$ cat config.mk
export PLATFORM = sky130hd
export DESIGN_NAME = preempt_scheduler
export DESIGN_NICKNAME = d
export VERILOG_FILES = /design/src/rtl/preempt_scheduler.sv
export SDC_FILE = /design/constraint.sdc
export NUM_CORES = 1
export LEC_CHECK = 0
export CORE_MARGIN = 2
export CORE_UTILIZATION = 46
export DETAILED_ROUTE_END_ITERATION = 8
export GPL_TIMING_DRIVEN = 0
export PLACE_DENSITY = 0.74
export RECOVER_POWER = 50
export SYNTH_ARGS = -nofsm -noshare
export SYNTH_HDL_FRONTEND = slang
export SYNTH_SLANG_ARGS = --single-unit
$ cat constraint.sdc
create_clock -name Slow_Clock -period 2.05 [get_ports Slow_Clock]
set_input_delay 0.3075 -clock Slow_Clock [delete_from_list [all_inputs] [get_ports Slow_Clock]]
set_output_delay 0.3075 -clock Slow_Clock [all_outputs]
set_load 0.02 [all_outputs]
$ cat src/rtl/preempt_scheduler.sv
// Round-robin preemption source for a 4-context processor: counts a quantum on
// Slow_Clock and requests a switch to the next runnable context until acknowledged.
module preempt_scheduler #(
  parameter int unsigned QUANTUM_W   = 16,
  parameter int unsigned QUANTUM_DEF = 1000,
  parameter int unsigned ACK_TIMEOUT = 64
) (
  input  logic                 Slow_Clock,
  input  logic                 Raw_Reset_I,
  input  logic                 Sched_Enable,
  input  logic [3:0]           Proc_Active,
  input  logic [1:0]           Proc_ID,
  input  logic                 Change_Context,
  input  logic                 Quantum_Load,
  input  logic [QUANTUM_W-1:0] Quantum_In,
  output logic                 Sched_Req,
  output logic [1:0]           Sched_Proc_ID,
  output logic [QUANTUM_W-1:0] Quantum_Left,
  output logic                 Sched_Idle,
  output logic                 Sched_Err
);

  localparam int unsigned TW = $clog2(ACK_TIMEOUT + 1);
  localparam logic [TW-1:0] TIMER_LAST = TW'(ACK_TIMEOUT - 1);
  localparam logic [QUANTUM_W-1:0] QDEF = QUANTUM_W'(QUANTUM_DEF);
  localparam logic [QUANTUM_W-1:0] QONE = QUANTUM_W'(1);

  typedef enum logic {COUNT, REQ} state_t;

  state_t               state;
  logic [QUANTUM_W-1:0] quantum;
  logic [QUANTUM_W-1:0] load_val;
  logic [QUANTUM_W-1:0] reload_val;
  logic [TW-1:0]        ack_timer;
  logic                 next_found;
  logic [1:0]           next_id;

  assign Sched_Idle = (Proc_Active == '0);
  assign load_val   = (Quantum_In == '0) ? QONE : Quantum_In;
  // A load arriving on the exit cycle of REQ is already the quantum used for the reload.
  assign reload_val = Quantum_Load ? load_val : quantum;

  // Search Proc_ID+1, +2, +3 (mod 4); the running context is never a candidate.
  always_comb begin
    next_found = 1'b0;
    next_id    = Proc_ID;
    for (int unsigned k = 1; k < 4; k++) begin
      if (!next_found && Proc_Active[Proc_ID + 2'(k)]) begin
        next_found = 1'b1;
        next_id    = Proc_ID + 2'(k);
      end
    end
  end

  always_ff @(posedge Slow_Clock) begin
    if (!Raw_Reset_I) begin
      state         <= COUNT;
      quantum       <= QDEF;
      Quantum_Left  <= QDEF;
      Sched_Req     <= 1'b0;
      Sched_Proc_ID <= '0;
      Sched_Err     <= 1'b0;
      ack_timer     <= '0;
    end else begin
      if (Quantum_Load) quantum <= load_val;
      case (state)
        COUNT: begin
          if (Quantum_Load) begin
            Quantum_Left <= load_val;
          end else if (Change_Context) begin
            Quantum_Left <= quantum;
          end else if (Sched_Enable && !Sched_Idle) begin
            if (Quantum_Left == QONE) begin
              if (next_found) begin
                state         <= REQ;
                Sched_Req     <= 1'b1;
                Sched_Proc_ID <= next_id;
                ack_timer     <= '0;
                Quantum_Left  <= '0;
              end else begin
                Quantum_Left <= quantum;
              end
            end else begin
              Quantum_Left <= Quantum_Left - QONE;
            end
          end
        end
        REQ: begin
          // Ack outranks both withdrawal and timeout.
          if (Change_Context || !Proc_Active[Sched_Proc_ID] || !Sched_Enable) begin
            state        <= COUNT;
            Sched_Req    <= 1'b0;
            Quantum_Left <= reload_val;
          end else if (ack_timer == TIMER_LAST) begin
            state        <= COUNT;
            Sched_Req    <= 1'b0;
            Sched_Err    <= 1'b1;
            Quantum_Left <= reload_val;
          end else begin
            ack_timer <= ack_timer + TW'(1);
          end
        end
        default: state <= COUNT;
      endcase
    end
  end

endmodule

==> results by group <==
Clocking
  – Clock latency on the worst-skew pair: a little over 300 ps
  – Hold Buf Count CTS: 0
  – Htree depth: 2
  – Worst-path clk slew: about 80 ps
  – CTS Sinks: 44
  – CTS tree: done
  – TritonCTS Buffers: 5
  – CTS Root Cell: clkbuf_8
  – Max clock buf depth: 2

Critical path
  – Buf+Inv Stages, Crit Path: 1
  – Worst-path fanout max: 10
  – Crit-path cells: clkbuf_8, nor2b_1, a22oi_1, o211ai_1, o221ai_1, a21oi_1
  – Crit-path slowest cell: nor2b_1
  – Crit path DAT: 2260 ps
  – WP data required: roughly 2300 ps
  – Slowest stage delay, CP: 560 ps
  – Crit path max-delay family: compound AO/OA/AOI/OAI gates
  – Setup CP Type: reg2reg
  – Startpoint types: flip-flop
  – Crit path capture type: flip-flop

Global route
  – First-pass GRT wire length: roughly 14000 um
  – Gr ovfl total: 0
  – Largest net degree at the start of global routing: 15
  – Initial antenna violation count: 0
  – Vias in the first global route: 2842
  – Global-route usage over all layers: 28.5%

Flow run
  – Max cap viols: 0

Final layout
  – Final Instance Count excl. Fillers: between 400 and 500
  – Nets: 422
  – Layout cells sized above 1: 24.2%
  – Antenna cells: 0
  – Fillers: 502
  – Area Overhead vs Synth: 36.4%

Timing
  – Layout Skew: a little over 8 ps
  – Actual slew at the worst max-slew pin: 751 ps
  – Setup violations, final: 0
  – Final min period: 2030 ps
  – Final slew viol count: 0
  – Fmax: 493 MHz
  – Fin. Hold Viols: 0
  – RSZ-0062 raised after global routing: true
  – Slew margin rel.: approximately half
  – Fin crit share: 99.0%
  – Total negative slack: 0 ps

Min path
  – HP Class: in2reg

Die
  – Horiz. Die Dim: 81.4 um
  – Die area: between 0.006 and 0.007 mm^2
  – Die Y: just over 80 um
  – IO Count: 48
  – Core area: 0.00585 mm^2
  – Initial Util: a little under half
  – Num rows: 28

Logic synthesis
  – Syn avg cell area: 8.40 um^2
  – Synth top area share: 32.0%
  – Post-synthesis net count: 358
  – Synth top area cells: dfxtp_1 (32%), a21oi_1 (4.4%), nand2_1 (3.8%)
  – Yosys warns: 0
  – Async set or reset register ratio after synthesis: 0%
  – Count of unique library cells instantiated by Yosys: 71
  – Count leader, synth: dfxtp_1
  – Synth Instances: approximately 330
  – Synth top cells by count: dfxtp_1 (44), nand2_1 (28), nor2_1 (26)
  – Post-Syn Area: 0.00276 mm^2
  – Prevailing post-synth register cell: dfxtp_1
  – EDFF count, synth: 0
  – Area leader, netlist: dfxtp_1
  – Synth Register Bits: 44
  – Sequential area share after synthesis: 32.0%

Power and ir drop
  – Worst VDD drop: 0.461 mV
  – Leak Pwr: 1.34 nW
  – Sw power: 677 uW
  – PwrDens: between 500 and 600 mW/mm^2
  – Combinational fraction of design power: 23.1%
  – Switching share of power: between 30 and 40%
  – Clock power share: approximately 33%
  – Reg power frac: 44.2%
  – Int Power: 1.53 mW

Detailed routing
  – WL/cell: 20.5 um
  – Residual DRC: 0
  – DRT Pass-1 Iters: 5
  – Vias/cell: 6.61
  – Initial DRC count: 361
  – DRT Wirelength: 9590 um
  – Antenna-violating nets left: 0
  – DR vias: 3092

Placement
  – # placed instances: 444
  – Port Buffers: 41
  – Hpwl dp: 6280 um
  – Final Wtd Congestion: 0.936

Outcome
  – Status: finished clean
-- logic make-up after synthesis --
logic type      after synthesis  synth area share, %
compound gates              116                 30.7
simple gates                116                 23.3
flops                        44                 32.0
buf+inv                      31                 5.99
mux                          10                 4.09
xor+xnor                      8                 2.54
fa+ha+maj                     3                 1.36
-- final timing paths --
| path | from | end | slack [ps] | cells after the start |
|---|---|---|---|---|
| worst max-delay path | state | Quantum_Left[15] | 20 | 6 |
| worst max register to register | state | Quantum_Left[15] | 20 | 6 |
| worst min-delay path | Proc_ID[1] | Sched_Proc_ID[1] | 410 | 4 |
| worst min register to register | quantum[1] | quantum[1] | 470 | 2 |
-- layout by cell type (no fill, tap or decap), drive strengths merged, types with 9 or more instances in the layout --
master	netlist	layout
nand2	28	28
a22oi	9	9
nor4	11	11
dfxtp	44	44
mux2i	9	9
nor3	11	11
o21ai	21	21
a21oi	25	25
clkdlybuf4s50	1	31
nor2	26	26
buf	10	25
clkbuf	12	20
-- state kept, by name, summed over array words and instances (netlist names) --
signal	cells
Quantum_Left	16
Sched_Err	1
Sched_Proc_ID	2
Sched_Req	1
ack_timer	7
quantum	16
state	1
-- through the flow --
| step | cell area (um^2) | power, mW | hold WS (ps) | util, % | worst slack (ps) |
|---|---|---|---|---|---|
| 2_1_floorplan | 2760 | 1.24 | 421 | - | 13.7 |
| 3_3_place_gp | 3270 | 1.42 | 434 | 55.9 | -671 |
| 3_5_place_dp | 3270 | 1.43 | 448 | 55.9 | -693 |
| 4_1_cts | 3560 | 2.16 | 424 | 60.9 | -1.32 |
| 5_1_grt | 3760 | 2.28 | 490 | 64.2 | -58.8 |
| 6_report | 3760 | 2.21 | 413 | 64.2 | 20.1 |
-- repair_timing --
item                                    CTS  global route
gates resized for setup                  33            41
pin swaps                                 5            16
endpoints found under the setup margin   25            24
cloned                                    1             0
buffers inserted                          7             8
-- worst reg2reg max path, delay by kind of cell (launching register included) --
kind | cells | cell delay (ps)
compound gates | 4 | 670
simple gates | 1 | 570
flops | 1 | 490
buf+inv | 1 | 250
-- metal layers --
metal	share of wire [%]	global-route usage, %
met5	0	0
met3	8.6	5.44
met4	3.4	12.7
met1	41	36.3
met2	47	46.6
-- power by group through the flow --
stage	logic [mW]	clock network [mW]	registers [mW]
global placement	0.436	0	0.986
CTS	0.466	0.724	0.972
floorplan	0.236	0	1.00
finish	0.509	0.723	0.975
detailed placement	0.438	0	0.987
global route	0.540	0.759	0.981
-- cell type report --
cell class / instances / area, um^2 / area share [%]
Sequential cell: 44 / 901 / 24.0
Timing Repair Buffer: 57 / 533 / 14.2
Multi-Input combinational cell: 253 / 1930 / 51.3
Inverter: 8 / 32.5 / 0.866
Tap cell: 75 / 93.8 / 2.50
Clock buffer: 6 / 82.6 / 2.20
Buffer: 23 / 150 / 3.99
Clock inverter: 2 / 38.8 / 1.03
Power figures use the tool's default switching activity.
